`src/rtl/max7219_ctrl.sv`:
```
// Serial sequencer for one MAX7219 8x8 driver: sends the power-up configuration,
// then refreshes all eight digit rows from an external font provider, frame after frame.
module max7219_ctrl #(
    parameter int CLK_DIV   = 4,
    parameter int FRAME_GAP = 1024
) (
    input  logic       clk,
    input  logic       rst_n,
    input  logic       run,
    input  logic [3:0] intensity,
    input  logic [7:0] col_data,
    output logic       data_req,
    output logic       spi_clk,
    output logic       spi_din,
    output logic       spi_load,
    output logic       init_done,
    output logic       frame_done,
    output logic       busy
);

    typedef enum logic [3:0] {
        RESET_IDLE, INIT_WORD, SHIFT, LATCH, FRAME_START, ROW_SETUP, ROW_REQ, GAP, HOLD
    } state_t;

    typedef enum logic [1:0] {KIND_INIT, KIND_INTEN, KIND_ROW} kind_t;

    localparam logic [8:0]  HALF_LAST  = 9'(CLK_DIV - 1);
    localparam logic [8:0]  LATCH_LAST = 9'(2 * CLK_DIV - 1);
    localparam logic [15:0] GAP_LAST   = 16'(FRAME_GAP - 1);

    function automatic logic [15:0] init_word(input logic [2:0] idx, input logic [3:0] inten);
        case (idx)
            3'd0:    return 16'h0C00;
            3'd1:    return 16'h0F00;
            3'd2:    return 16'h0900;
            3'd3:    return 16'h0B07;
            3'd4:    return {12'h0A0, inten};
            default: return 16'h0C01;
        endcase
    endfunction

    state_t      state, state_n;
    kind_t       kind, kind_n;
    logic [2:0]  init_idx, init_idx_n;
    logic [2:0]  row, row_n;
    logic [8:0]  cnt, cnt_n;
    logic        sclk, sclk_n;
    logic [3:0]  bit_idx, bit_idx_n;
    logic [15:0] shreg, shreg_n;
    logic [15:0] gap_cnt, gap_cnt_n;
    logic [3:0]  last_int, last_int_n;
    logic        req_wait, req_wait_n;
    logic        init_done_n;
    logic        launch;
    logic [15:0] word;
    logic [3:0]  digit;

    assign digit = 4'({1'b0, row} + 4'd1);

    always_comb begin
        state_n     = state;
        kind_n      = kind;
        init_idx_n  = init_idx;
        row_n       = row;
        cnt_n       = cnt;
        sclk_n      = sclk;
        bit_idx_n   = bit_idx;
        shreg_n     = shreg;
        gap_cnt_n   = gap_cnt;
        last_int_n  = last_int;
        req_wait_n  = req_wait;
        init_done_n = init_done;
        launch      = 1'b0;
        word        = 16'h0000;

        case (state)
            RESET_IDLE: begin
                init_idx_n = 3'd0;
                state_n    = INIT_WORD;
            end
            INIT_WORD: begin
                launch = 1'b1;
                word   = init_word(init_idx, intensity);
                kind_n = KIND_INIT;
            end
            SHIFT: begin
                if (cnt == HALF_LAST) begin
                    cnt_n = 9'd0;
                    if (!sclk) begin
                        sclk_n = 1'b1;
                    end else begin
                        sclk_n = 1'b0;
                        if (bit_idx == 4'd0) begin
                            state_n = LATCH;
                        end else begin
                            bit_idx_n = bit_idx - 4'd1;
                            shreg_n   = {shreg[14:0], 1'b0};
                        end
                    end
                end else begin
                    cnt_n = cnt + 9'd1;
                end
            end
            LATCH: begin
                if (cnt == LATCH_LAST) begin
                    cnt_n = 9'd0;
                    case (kind)
                        KIND_INIT: begin
                            if (init_idx == 3'd5) begin
                                init_done_n = 1'b1;
                                state_n     = FRAME_START;
                            end else begin
                                // Chain straight into the next init word so the word period stays exact
                                init_idx_n = init_idx + 3'd1;
                                launch     = 1'b1;
                                word       = init_word(init_idx + 3'd1, intensity);
                                if (init_idx == 3'd3) last_int_n = intensity;
                            end
                        end
                        KIND_INTEN: begin
                            req_wait_n = 1'b0;
                            state_n    = ROW_SETUP;
                        end
                        default: state_n = ROW_REQ;
                    endcase
                end else begin
                    cnt_n = cnt + 9'd1;
                end
            end
            FRAME_START: begin
                row_n = 3'd0;
                if (!run) begin
                    state_n = HOLD;
                end else if (intensity != last_int) begin
                    launch     = 1'b1;
                    word       = {12'h0A0, intensity};
                    kind_n     = KIND_INTEN;
                    last_int_n = intensity;
                end else begin
                    req_wait_n = 1'b0;
                    state_n    = ROW_SETUP;
                end
            end
            ROW_SETUP: begin
                // Second cycle after data_req: the provider's registered column is valid now
                if (req_wait) begin
                    launch = 1'b1;
                    word   = {4'h0, digit, col_data};
                    kind_n = KIND_ROW;
                end else begin
                    req_wait_n = 1'b1;
                end
            end
            ROW_REQ: begin
                row_n = row + 3'd1;
                if (row == 3'd7) begin
                    gap_cnt_n = 16'd0;
                    state_n   = (FRAME_GAP == 0) ? FRAME_START : GAP;
                end else begin
                    req_wait_n = 1'b0;
                    state_n    = ROW_SETUP;
                end
            end
            GAP: begin
                if (gap_cnt == GAP_LAST) state_n = FRAME_START;
                else gap_cnt_n = gap_cnt + 16'd1;
            end
            HOLD: begin
                if (run) state_n = FRAME_START;
            end
            default: state_n = RESET_IDLE;
        endcase

        if (launch) begin
            state_n   = SHIFT;
            shreg_n   = word;
            cnt_n     = 9'd0;
            sclk_n    = 1'b0;
            bit_idx_n = 4'd15;
        end
    end

    // Pins are registered from the next-state view so they are glitch-free and aligned with state
    always_ff @(posedge clk or negedge rst_n) begin
        if (!rst_n) begin
            state      <= RESET_IDLE;
            kind       <= KIND_INIT;
            init_idx   <= 3'd0;
            row        <= 3'd0;
            cnt        <= 9'd0;
            sclk       <= 1'b0;
            bit_idx    <= 4'd15;
            shreg      <= 16'h0000;
            gap_cnt    <= 16'd0;
            last_int   <= 4'h0;
            req_wait   <= 1'b0;
            init_done  <= 1'b0;
            spi_load   <= 1'b1;
            spi_clk    <= 1'b0;
            spi_din    <= 1'b0;
            busy       <= 1'b0;
            data_req   <= 1'b0;
            frame_done <= 1'b0;
        end else begin
            state      <= state_n;
            kind       <= kind_n;
            init_idx   <= init_idx_n;
            row        <= row_n;
            cnt        <= cnt_n;
            sclk       <= sclk_n;
            bit_idx    <= bit_idx_n;
            shreg      <= shreg_n;
            gap_cnt    <= gap_cnt_n;
            last_int   <= last_int_n;
            req_wait   <= req_wait_n;
            init_done  <= init_done_n;
            spi_load   <= (state_n != SHIFT);
            spi_clk    <= (state_n == SHIFT) && sclk_n;
            spi_din    <= (state_n == SHIFT) && shreg_n[15];
            busy       <= (state_n == SHIFT) || (state_n == LATCH);
            data_req   <= (state_n == ROW_REQ);
            frame_done <= (state_n == ROW_REQ) && (row == 3'd7);
        end
    end

endmodule

```
`config.mk`:
```
export PLATFORM = sky130hd
export DESIGN_NAME = max7219_ctrl
export DESIGN_NICKNAME = d
export VERILOG_FILES = /design/src/rtl/max7219_ctrl.sv
export SDC_FILE = /design/constraint.sdc
export NUM_CORES = 1
export LEC_CHECK = 0
export ABC_AREA = 1
export CORE_MARGIN = 1
export CORE_UTILIZATION = 25
export CTS_BUF_LIST = sky130_fd_sc_hd__clkbuf_4
export DETAILED_ROUTE_END_ITERATION = 6
export GPL_TIMING_DRIVEN = 0
export SETUP_SLACK_MARGIN = 0.5
export SLEW_MARGIN = 40
export SYNTH_ARGS = -nofsm -noshare
export SYNTH_HDL_FRONTEND = slang
export SYNTH_SLANG_ARGS = --single-unit
```
`constraint.sdc`:
```
create_clock -name clk -period 2.2 [get_ports clk]
set_clock_uncertainty 0.15 [all_clocks]
set_input_delay 0.44 -clock clk [delete_from_list [all_inputs] [get_ports clk]]
set_output_delay 0.44 -clock clk [all_outputs]
set_load 0.02 [all_outputs]
```
-- Word level (Yosys, flattened, before mapping)
Cells that the tools add are included.
- flip-flop bits (word level): 70
- output and inout bits: 7
- bits of input ports: 15
- logic and storage cells: 164
- muxes and demuxes: 72
- add/sub/neg operators: 6
- reductions and logical operators: 27
- equal/unequal tests: 40
- operator list (kind ; count):
    16-bit two-way mux ; 7
    11-bit case mux with 5 select lines ; 2
    4-bit two-way mux ; 21
    12-bit two-way mux ; 6
    12-bit case mux with 4 select lines ; 1
    16-bit case mux with 2 select lines ; 1
    4-bit case mux with 8 select lines ; 1
    9-bit two-way mux ; 3
    2-bit inequality test (second input constant) ; 11
    4-bit by 3-bit equality test with 1-bit output (second input constant) ; 5
    9-bit case mux with 2 select lines ; 1
    16-bit by 1-bit adder with 16-bit output (second input constant) ; 1
    16-bit by 10-bit equality test with 1-bit output (second input constant) ; 1
    4-bit by 2-bit equality test with 1-bit output (second input constant) ; 4
    4-bit case mux with 2 select lines ; 2
    4-bit AND reduction ; 4
    1-bit two-way mux ; 15
    2-bit nonzero test ; 7
    3-bit by 2-bit equality test with 1-bit output (second input constant) ; 4
    3-bit equality test (second input constant) ; 4
    3-bit case mux with 2 select lines ; 2
    9-bit by 1-bit adder with 9-bit output (second input constant) ; 1
    9-bit by 2-bit equality test with 1-bit output (second input constant) ; 1
    9-bit by 3-bit equality test with 1-bit output (second input constant) ; 1
    other kinds (25) ; 39

-- Longest topological paths before layout
Gate-level depths: netlist (run 1).
- depth in word-level cells: 9
- mapped depth: 12
- mapped depth without buffers: 12

-- Worst setup path before layout (run 1)
OpenSTA, ideal clock, no wires.
- path kind: reg-to-reg
- start: register cnt[0]
- end: register cnt[7]
- stages on the path, launching flop included: 12
- setup time: 0.127 ns
- slack: 0.383 ns
- period minus slack after synthesis: 1.817 ns
- arrival time: 1.540 ns
- buffers on the path: 1
- data required time: 1.923 ns
- cell sequence: dfrtp_1 ha_1 nand2_1 inv_1 nand2_1 nor2_2 nand4_2 nand2_1 nor2_4 buf_4 nand4_1 o21ai_0
- longest elaborated chain between the ends: 4
- elaborated cells between the ends (all ways): 10
- classes of those cells: 1 x add/sub; 2 x eq/ne; 6 x mux; 1 x reduce/logical
- RTL lines (element ; RTL line ; source):
    from (decl) ; 46 ; logic [8:0] cnt, cnt_n;
    from (signal assigned) ; 209 ; cnt <= cnt_n;
    9-bit by 1-bit adder with 9-bit output, or another cell as far along ; 101, 127 ;
    9-bit two-way mux, or another cell as far along ; 105 ; if (cnt == LATCH_LAST) begin
    9-bit case mux with 2 select lines / 1-bit case mux with 4 select lines (equally long branches) ; 76 ; case (state)
    9-bit two-way mux / 3-bit nonzero test (equally long branches) ; -- ;
Parallel ways exist; a longest one is shown, timed or not.
A chain may end at the register's enable or synchronous reset.

-- Worst setup path in the final report (run 1)
- start: register cnt[1]
- end: register last_int[3]
- longest elaborated chain between the ends: 3
- RTL lines (element ; RTL line ; source):
    9-bit by 3-bit equality test with 1-bit output ; 105 ;
    2-bit inequality test (no line) ; -- ;
    7-bit AND reduction (no line) ; -- ;
    to (signal assigned) ; 214 ; last_int <= last_int_n;
    to (decl) ; 51 ; logic [3:0] last_int, last_int_n;
No other way between the ends.

==> impl_metrics.csv, run 1 <==
group,metric,value,unit
run_status,outcome,"finished, final reports clean",
cts,clock_path_buffers,2,
critical_path,crit_required,2.40,ns
cts,htree_levels,3,
timing,tns,0,ns
synth,yosysWarnings,0,
timing,worst_pin_slew,0.357,ns
power,internal_power,3.53,mW
global_route,grt_remaining_overflow,0,
timing,timing.final.crit_share,87.0,%
synth,syn_avg_cell_area,7.32,um^2
cts,clk_pin_slew,0.14,ns
global_route,grt_max_degree,58,
power,clkPwrFrac,14.1,%
critical_path,max_stage_delay,0.42,ns
power,p_leak,2.84,nW
critical_path,start_kind,"register",
timing,drv_slew,0,
global_route,grt_pass1_vias,4261,
floorplan,die-area,0.0170,mm^2
floorplan,die_h,130,um
detailed_routing,dr.pass1.iters,5,
cells_and_area,final_area,0.00624,mm^2
detailed_routing,drt_wl_total,12.6,mm
floorplan,fp.dieW,130,um
placement,globalplace.congestion,0.871,
critical_path,regToRegStartpoint,"cnt[1]$_DFFE_PN0P_",
synth,yosysSeqAreaShare,42.6,%
synth,synth_cell_type_count,38,
critical_path,cp.arrival,2.11,ns
synth,synthArstFlopShare,100,%
placement,numPortBuffers,21,
floorplan,core-area,0.0160,mm^2
critical_path,cp_max_fo,8,
placement,dpl.hpwl,7.61,mm
synth,synth_nets,590,
floorplan,row_count,46,
power,peakVddDrop,0.434,mV
timing,slew-limit-headroom,76.1,%
synth,syn_area,0.00413,mm^2
cts,cts_buffers,9,
timing,min_period,1.91,ns
power,finalPower,6.32,mW
critical_path,crit_slowest_cell,"dfrtp_1",
cts,cts_tree,"built",
floorplan,initial_core_util,25.8,%
cts,clock_sinks,70,
power,pwr-share-comb,57.2,%
worst_hold_path,hold_path.class,"in2async",
floorplan,io_pins,22,
detailed_routing,avgRoutedWirePerCell,14.0,um
cells_and_area,area.growth.synth_to_final,51.3,%
cells_and_area,final_layout_size_suffix_gt1_share,39.9,%
cells_and_area,nets,703,
placement,pre_cts_ws,-0.398,ns
timing,setup_ws,0.285,ns
detailed_routing,drc,0,
cts,root_buffer,"clkbuf_4",
critical_path,rr_worst_depth,12,
synth,synth_edf_count,0,
detailed_routing,drtIter0Drc,309,
critical_path,r2r_end,"last_int[3]$_DFFE_PN0P_",
placement,placed_area,0.00471,mm^2
power,sw_frac_of_total,44.3,%
detailed_routing,antenna_left,0,
synth,synth_seq_cells,70,
job,drv_cap,0,
timing,finalHoldViolations,0,
power,p_sw,2.80,mW
detailed_routing,vias_per_cell,4.77,
critical_path,cp-end-kind,"register",
critical_path,crit_path_start,"cnt[1]$_DFFE_PN0P_",
cells_and_area,antenna_cells,0,
timing,max_freq,0.522,GHz
critical_path,critPathKind,"reg2reg",
critical_path,cp_cell_sequence,"ha_4 > nand2_4 > inv_4 > nand2_4 > nor2_4 > buf_6 > nor2_4 > nor2_2 > nand4_1 > buf_6 > nand2_1 > o21ai_1",
cells_and_area,fill_cells,1653,
global_route,grt.total_usage,15.4,%
detailed_routing,vias,4285,
global_route,grt_pass1_wl,20.6,mm
global_route,grt_antenna_before_repair,0,
power,p_per_area,1010,mW/mm^2
cts,insertion_delay,0.46,ns
timing,rsz0062_at_grt,"yes",
timing,setup_violations,0,
synth,netlist_instances,564,
synth,ys.flop_type,"dfrtp_1",
power,p_seq_share,28.8,%
critical_path,r2r_slack,0.29,ns
## state kept, by name (all words and copies together), names as in the netlist
signal,cells
init_done,1
sclk,1
gap_cnt,16
busy,1
data_req,1
spi_load,1
row,3
spi_din,1
shreg,16
state,4
frame_done,1
cnt,9
bit_idx,4
kind,2
last_int,4
init_idx,3
spi_clk,1
req_wait,1
## metrics by stage
step / hold slack, ns / util, % / instances
4_1_cts: 0.214 / 36.8 / 886
3_5_place_dp: 0.125 / 29.4 / 802
2_1_floorplan: -0.00559 / - / 564
3_3_place_gp: 0.334 / 29.2 / 801
5_1_grt: 0.208 / 39.0 / 898
6_report: 0.209 / 39.0 / 898
## cell type report
type,instances,area [um^2],share of cell area [%]
clock buffers,9,67.6,1.08
flip-flops and latches,70,1770,28.3
clock inverters,7,72.6,1.16
multi-input cells,407,2750,44.1
inverters,79,318,5.09
plain buffers,8,104,1.66
repair buffers,102,892,14.3
well taps,216,270,4.33
## power by group through the flow
stage | combinational (mW) | clock [mW] | sequential (mW)
finish | 3.62 | 0.889 | 1.82
detailed placement | 1.97 | 0 | 1.82
global placement | 1.95 | 0 | 1.82
CTS | 3.17 | 0.916 | 1.80
global route | 3.90 | 0.960 | 1.86
floorplan | 1.45 | 0 | 1.78
## repair_timing
| item | CTS | global route |
|---|---|---|
| hold buffers | 1 | 0 |
| buffers inserted | 62 | 12 |
| gates resized for setup | 175 | 84 |
| cloned | 5 | 0 |
| setup endpoints to repair | 67 | 65 |
| pin swaps | 34 | 28 |
| hold endpoints to repair | 65 | 0 |
## Yosys cell counts (all sizes together), types with 6 or more instances
library cell | n | share of area (%)
a21oi | 22 | 2.7
buf | 7 | 1.1
dfrtp | 65 | 39
ha | 11 | 3.3
inv | 77 | 7.0
nand2 | 143 | 13
nand3 | 53 | 6.4
nand4 | 23 | 3.6
nor2 | 75 | 8.0
nor3 | 7 | 0.97
o211ai | 6 | 1.1
o21ai | 45 | 5.5
## worst max-delay path, delay by kind of cell (launching register included)
| kind | cells | cell delay (ns) |
|---|---|---|
| fa+ha+maj | 1 | 0.18 |
| flops | 1 | 0.42 |
| compound gates | 1 | 0.06 |
| buf+inv | 3 | 0.38 |
| simple gates | 7 | 0.60 |
## worst max path at each step
stage / endpoint / slack [ns] / cells past startpoint
2_1_floorplan: last_int[0]$_DFFE_PN0P_ / 0.48 / 10
3_5_place_dp: cnt[2]$_DFFE_PN0P_ / -0.40 / 11
4_1_cts: spi_load / 0.30 / 1
6_report: last_int[3]$_DFFE_PN0P_ / 0.29 / 12
3_3_place_gp: shreg[13]$_DFFE_PN0P_ / -2.05 / 1
5_1_grt: cnt[6]$_DFFE_PN0P_ / 0.22 / 12
## cells by family (layout without fill, tap and decap cells)
kind of cell / count (synthesis) / count (layout) / share of synthesized area [%]
DFF: 70 / 70 / 42.6
adders and majority gates: 11 / 11 / 3.33
and+or+nand+nor: 304 / 304 / 32.9
xor gates and xnor gates: 6 / 6 / 1.27
AOI/OAI and AO/OA: 86 / 86 / 11.5
buffers and inverters: 87 / 205 / 8.34
## layer usage
metal	routed length [um]	vias up	track usage [%]
met5	0	-	0
met4	220	0	5.14
met3	527	20	3.01
met2	6410	100	26.0
met1	5410	2081	19.5
li1	-	2084	-
## cell usage in the layout, fill, tap and decap left out, types with 5 or more instances in the layout
cell               n
nor2_1            45
dfrtp_2            8
o21ai_0           20
nand3_1           31
xor2_1             5
ha_4               6
nor2_4            22
dfrtp_1           57
nand2_4           15
clkbuf_4           9
o21ai_1           17
a21oi_1           15
o21ai_2            5
nor2_2             8
nand4_1           22
inv_2             11
o211ai_1           6
buf_2              6
nand2_1          103
inv_1             62
nand3_4            6
clkdlybuf4s50_1    9
nand3_2           16
buf_4             62
a21oi_2            7
buf_6             21
dfstp_2            5
nand2_2           24
No activity file was read; power rests on OpenSTA's default activity.
==> run 2, diff against run 1 <==
- SKIP_CTS_REPAIR_TIMING: unset -> 1
==> run 2 against run 1 <==
Via count down 5.4%. First-iteration DRC count decreased by 35%. Register-to-register slack lost 0.13 ns. Sequential power barely moved. Setup slack got worse by 0.13 ns. Count of clock-buffer cells in the layout is the same. Critical endpoint is now shreg[9]$_DFFE_PN0P_.
==> impl_metrics.csv, run 2 (same netlist as run 1, synthesis figures left out) <==
group,metric,value,unit
run_status,outcome,"finished, final reports clean",
power,finalPower,5.65,mW
critical_path,cp_cell_sequence,"ha_4 > nand2_4 > inv_4 > nand2_4 > nor2_4 > nand4_4 > nand2_2 > nor2_4 > buf_12 > clkbuf_16 > nand3_1 > nand4_1",
timing,timing.final.crit_share,92.8,%
power,pwr-share-comb,52.4,%
placement,placed_area,0.00471,mm^2
timing,setup_violations,0,
floorplan,row_count,46,
power,clkPwrFrac,15.6,%
detailed_routing,avgRoutedWirePerCell,13.5,um
cells_and_area,area.growth.synth_to_final,39.6,%
job,drv_cap,0,
detailed_routing,vias_per_cell,4.69,
cts,clock_sinks,70,
cells_and_area,antenna_cells,0,
power,peakVddDrop,0.423,mV
global_route,grt_remaining_overflow,0,
timing,worst_pin_slew,0.585,ns
timing,finalHoldViolations,0,
power,p_seq_share,32.0,%
global_route,grt_max_degree,58,
cells_and_area,final_area,0.00576,mm^2
critical_path,critical-path-top-delay-family,"simple AND/OR/NAND/NOR gates",
floorplan,fp.dieW,130,um
timing,max_freq,0.490,GHz
critical_path,rr_worst_depth,12,
cts,root_buffer,"clkbuf_4",
timing,rsz0062_at_grt,"yes",
placement,dpl.hpwl,7.61,mm
global_route,grt.total_usage,13.4,%
critical_path,cp_max_fo,8,
cts,cts_tree,"built",
floorplan,initial_core_util,25.8,%
power,p_per_area,981,mW/mm^2
placement,pre_cts_ws,-0.398,ns
cells_and_area,final_layout_size_suffix_gt1_share,29.1,%
cts,htree_levels,3,
floorplan,die_h,130,um
detailed_routing,drtIter0Drc,201,
cells_and_area,top_regs,"gap_cnt x16, shreg x16, cnt x9",
global_route,grt_antenna_before_repair,0,
cts,cts_buffers,9,
power,p_sw,2.49,mW
cells_and_area,final_common_cell,"nand2_1",
detailed_routing,antenna_left,0,
critical_path,cp.arrival,2.22,ns
critical_path,cp-end-kind,"register",
timing,tns,0,ns
power,p_leak,2.72,nW
timing,setup_ws,0.159,ns
critical_path,crit_required,2.37,ns
global_route,grt_pass1_vias,3697,
placement,numPortBuffers,21,
floorplan,core-area,0.0160,mm^2
cts,clk_pin_slew,0.14,ns
detailed_routing,dr.pass1.iters,5,
cts,insertion_delay,0.44,ns
timing,drv_slew,0,
floorplan,io_pins,22,
critical_path,crit_buf_inv,3,
power,internal_power,3.16,mW
critical_path,cp.depth,12,
critical_path,critPathKind,"reg2reg",
critical_path,start_kind,"register",
cts,clock_path_buffers,2,
power,sw_frac_of_total,44.1,%
detailed_routing,vias,4055,
worst_hold_path,whs_path_depth,3,
critical_path,max_stage_delay,0.43,ns
timing,min_period,2.04,ns
floorplan,die-area,0.0170,mm^2
critical_path,crit_slowest_cell,"dfrtp_1",
timing,slew-limit-headroom,60.7,%
worst_hold_path,hold_path.class,"in2reg",
detailed_routing,drc,0,
global_route,grt_pass1_wl,17.7,mm
cells_and_area,nets,670,
placement,globalplace.congestion,0.871,
cells_and_area,final_cell_mix,"nand2_1, inv_1, dfrtp_1",
detailed_routing,drt_wl_total,11.7,mm
==> run 2: cell types whose count changed in the layout (fill, tap and decap cells not counted), moves of 5 or more <==
cell / change
nand2_2: -5
nor2_4: -6
nand3_1: +9
nand2_1: +10
buf_6: -12
dlymetal6s2s_1: +9
buf_4: -27
ha_1: +5
nand2_4: -5
nand3_2: -5
==> run 2: power by group through the flow <==
| stage | clock (mW) | sequential [mW] | combinational, mW |
|---|---|---|---|
| floorplan | 0 | 1.78 | 1.45 |
| global placement | 0 | 1.82 | 1.95 |
| detailed placement | 0 | 1.82 | 1.97 |
| CTS | 0.916 | 1.79 | 1.98 |
| global route | 0.965 | 1.84 | 3.23 |
| finish | 0.882 | 1.81 | 2.96 |
==> run 2: per-layer routing <==
layer	global-route usage, %	routed length (um)
met1	17.7	5370
met2	21.7	5800
met3	2.69	408
met4	4.39	133
met5	0	0
==> run 2: tightest hold or removal path: stages <==
cell and delay, ns:
dlymetal6s2s_1 0.13, nand2_1 0.07, nand4_1 0.07
==> run 2: worst paths after layout <==
kind | startpoint | slack [ns] | to
setup / recovery | cnt[1]$_DFFE_PN0P_ | 0.16 | shreg[9]$_DFFE_PN0P_
max in group asynchronous | rst_n | 1.10 | bit_idx[0]$_DFFE_PN1P_
min in group asynchronous | rst_n | 0.23 | gap_cnt[13]$_DFFE_PN0P_
hold reg to reg | shreg[9]$_DFFE_PN0P_ | 0.36 | shreg[10]$_DFFE_PN0P_
hold / removal | intensity[0] | 0.15 | shreg[0]$_DFFE_PN0P_
setup reg to reg | cnt[1]$_DFFE_PN0P_ | 0.16 | shreg[9]$_DFFE_PN0P_
==> run 2: area by class of cell <==
type	instances	area [um^2]
fill	1715	10200
multi-input combinational	408	2480
sequential	70	1770
timing repair buffer	68	699
inverter	79	310
tap	216	270
buffer	8	100
clock inverter	7	72.6
clock buffer	9	67.6
==> run 2: metrics by stage <==
step | hold WS, ns | instances | utilization (%)
detailed placement | 0.125 | 802 | 29.4
floorplan | -0.00559 | 564 | -
global route | 0.134 | 865 | 36.0
CTS | -0.373 | 818 | 30.3
finish | 0.152 | 865 | 36.0
global placement | 0.334 | 801 | 29.2
==> edit, RTL diff (settings of run 1) <==
The output `data_req` loses its register stage (`data_req` becomes a continuous assignment). Comments in the files are not updated.
--- a/src/rtl/max7219_ctrl.sv
+++ b/src/rtl/max7219_ctrl.sv
@@ -200,5 +200,4 @@
             spi_din    <= 1'b0;
             busy       <= 1'b0;
-            data_req   <= 1'b0;
             frame_done <= 1'b0;
         end else begin
@@ -219,9 +218,10 @@
             spi_din    <= (state_n == SHIFT) && shreg_n[15];
             busy       <= (state_n == SHIFT) || (state_n == LATCH);
-            data_req   <= (state_n == ROW_REQ);
             frame_done <= (state_n == ROW_REQ) && (row == 3'd7);
         end
     end
 
+    assign data_req = (state_n == ROW_REQ);
+
 endmodule
 
Behaviour: same outputs for any inputs over 10 cycles, from zero or initial values and one cycle with rst_n low; that may be too few to reach the edited logic, so the function may still have changed.
==> edit against run 1 <==
The run now ends with setup timing left. Sequential share of layout area rose by 0.077 points. Worst setup slack worse by 0.30 ns. Final area shrank 1.8%. Wire length fell by 2.0%. Total power rose by 0.52%. Area after synthesis is essentially flat. Sequential cell count shrank 1. Maximum frequency down 13%. Clock power shrank 4.9%. Final cell count is 1.2% lower. Highest routed layer unchanged.
==> edit: results (changes against run 1) <==
GRT
  • GRT Resource Usage Total: 15.1% (-0.26 points)
  • Global-route wire length before repair: 19.7 mm (-4.4%)
  • Maximum number of pins on one net before global-route repair: 47 (-19%)
  • Met1 global-route usage: 19.9% (+0.38 points)
  • Via count of the first global-routing pass: 3942 (-7.5%)
  • Most congested layer reported by global routing: met2
  • Met2 track demand over resource: 23.9% (-2.1 points)
  • GR Layer Usage met3: 4.07% (+1.1 points)
  • Number of antenna violations at the first check in global routing: 0 (unchanged)

Clock tree
  • Number of gates resized after cts: 156 (-11%)
  • Clock transition at the registers of the reported paths: 0.12 ns (-0.02 ns)
  • Number of hold buffers added after cts: 1 (unchanged)
  • CTS H-Tree Depth: 3 (unchanged)
  • Count of buffers added by post-CTS timing repair for setup: 46 (-26%)

Synthesis
  • Adder-Cell Fraction of Synth Area: 3.34% (about the same)
  • Most numerous cell types in the synthesized netlist: nand2_1 (140), inv_1 (77), nor2_1 (69)
  • Synth Area in Compound Gates: 11.9% (+0.37 points)
  • Synth Area in XOR/XNOR: 1.49% (+0.21 points)
  • Post-synthesis sequential area ratio: 42.0% (-0.59 points)
  • Async SR Flop Fraction: 100% (unchanged)
  • Number of warning messages in the yosys log: 0 (unchanged)
  • Unique cell type count in the Yosys netlist: 37 (-2.6%)
  • Cells taking the most area after synthesis: dfrtp_1 (39%), nand2_1 (13%), inv_1 (7.0%), nor2_1 (6.3%), nand3_1 (5.2%)
  • Post-synthesis mux area share: 0% (unchanged)

Run status
  • Status: complete, but fails checks
  • Violated checks: setup timing

Routing
  • Wl on met1: 5.77 mm (+6.7%)
  • Uppermost layer routed: met4
  • Length of routed met3 wiring: 429 µm (-19%)
  • Via density: 4.74 (-0.72%)
  • Routed length on met2: 5.83 mm (-9.1%)
  • WL per Instance: 13.9 µm (-0.74%)
  • Detailed router's first-iteration violation count: 321 (+3.9%)
  • Pre-Repair DR Iteration Count: 6 (+1)

Placed design
  • Placement-stage cell area: 4750 µm² (+0.98%)
  • Global placement routability congestion: 0.880 (+1.1%)
  • Dpl hpwl: 7.71 mm (+1.3%)
  • Worst Setup Slack post-DPL: -0.360 ns (+0.0382 ns)

Power
  • Leak Pwr: 2.78 nW (-2.0%)
  • Power in combinational cells: 0.00370 W (+2%)
  • Peak supply drop: 0.000415 V (-4.5%)
  • Switching power total: 0.00293 W (+4.6%)

Layout
  • Count of nets after finishing: 692 (-1.6%)
  • Layout cell share with drive strength beyond 1: 36.2% (-3.7 points)

Critical path
  • Critical path fanouts, max: 2 (-6)
  • Critical path arrival: 1.62 ns (-0.49 ns)

Timing
  • Setup WS post-layout: -0.0133 ns (-0.298 ns)
  • Number of setup violations in the final report: 1 (+1)
  • Normalized max-slew margin: 75.8% (-0.28 points)
-- edit: cells by family after synthesis --
logic type / after synthesis
compound gates: 86
simple gates: 301
buf+inv: 90
xor+xnor: 7
flops: 69
fa+ha+maj: 11
-- edit: metrics by stage --
step           TNS, ns  cells  total power (W)
5_1_grt        -0.0933    887          0.00678
3_3_place_gp   -137.08    801          0.00399
4_1_cts        -0.0825    869          0.00598
2_1_floorplan        0    564          0.00342
3_5_place_dp     -8.59    802          0.00402
6_report       -0.0133    887          0.00636
-- edit: worst max-delay path: stages, from the launching register on --
cell	delay, ns
dfrtp_1	0.41
ha_4	0.17
nand2_4	0.06
inv_4	0.07
nand2_4	0.05
nor2_4	0.15
nand3_4	0.10
inv_2	0.06
buf_6	0.10
-- edit: path summary, 6_finish.rpt --
kind	startpoint	endpoint	slack [ns]	cells after the start
setup / recovery	cnt[1]$_DFFE_PN0P_	data_req	-0.01	8
hold / removal	rst_n	gap_cnt[3]$_DFFE_PN0P_	0.26	2
setup reg to reg	cnt[1]$_DFFE_PN0P_	shreg[1]$_DFFE_PN0P_	0.12	14
hold reg to reg	shreg[10]$_DFFE_PN0P_	shreg[11]$_DFFE_PN0P_	0.33	2
max in group asynchronous	rst_n	bit_idx[3]$_DFFE_PN1P_	1.08	3
min in group clk	shreg[10]$_DFFE_PN0P_	shreg[11]$_DFFE_PN0P_	0.33	2
-- edit: area by class of cell --
| cell class | instances | area [µm²] |
|---|---|---|
| buffer | 7 | 76.3 |
| clock buffer | 10 | 75.1 |
| clock inverter | 6 | 53.8 |
| fill | 1644 | 9870 |
| inverter | 83 | 343 |
| multi-input combinational | 405 | 2720 |
| sequential | 69 | 1740 |
| tap | 216 | 270 |
| timing repair buffer | 91 | 852 |
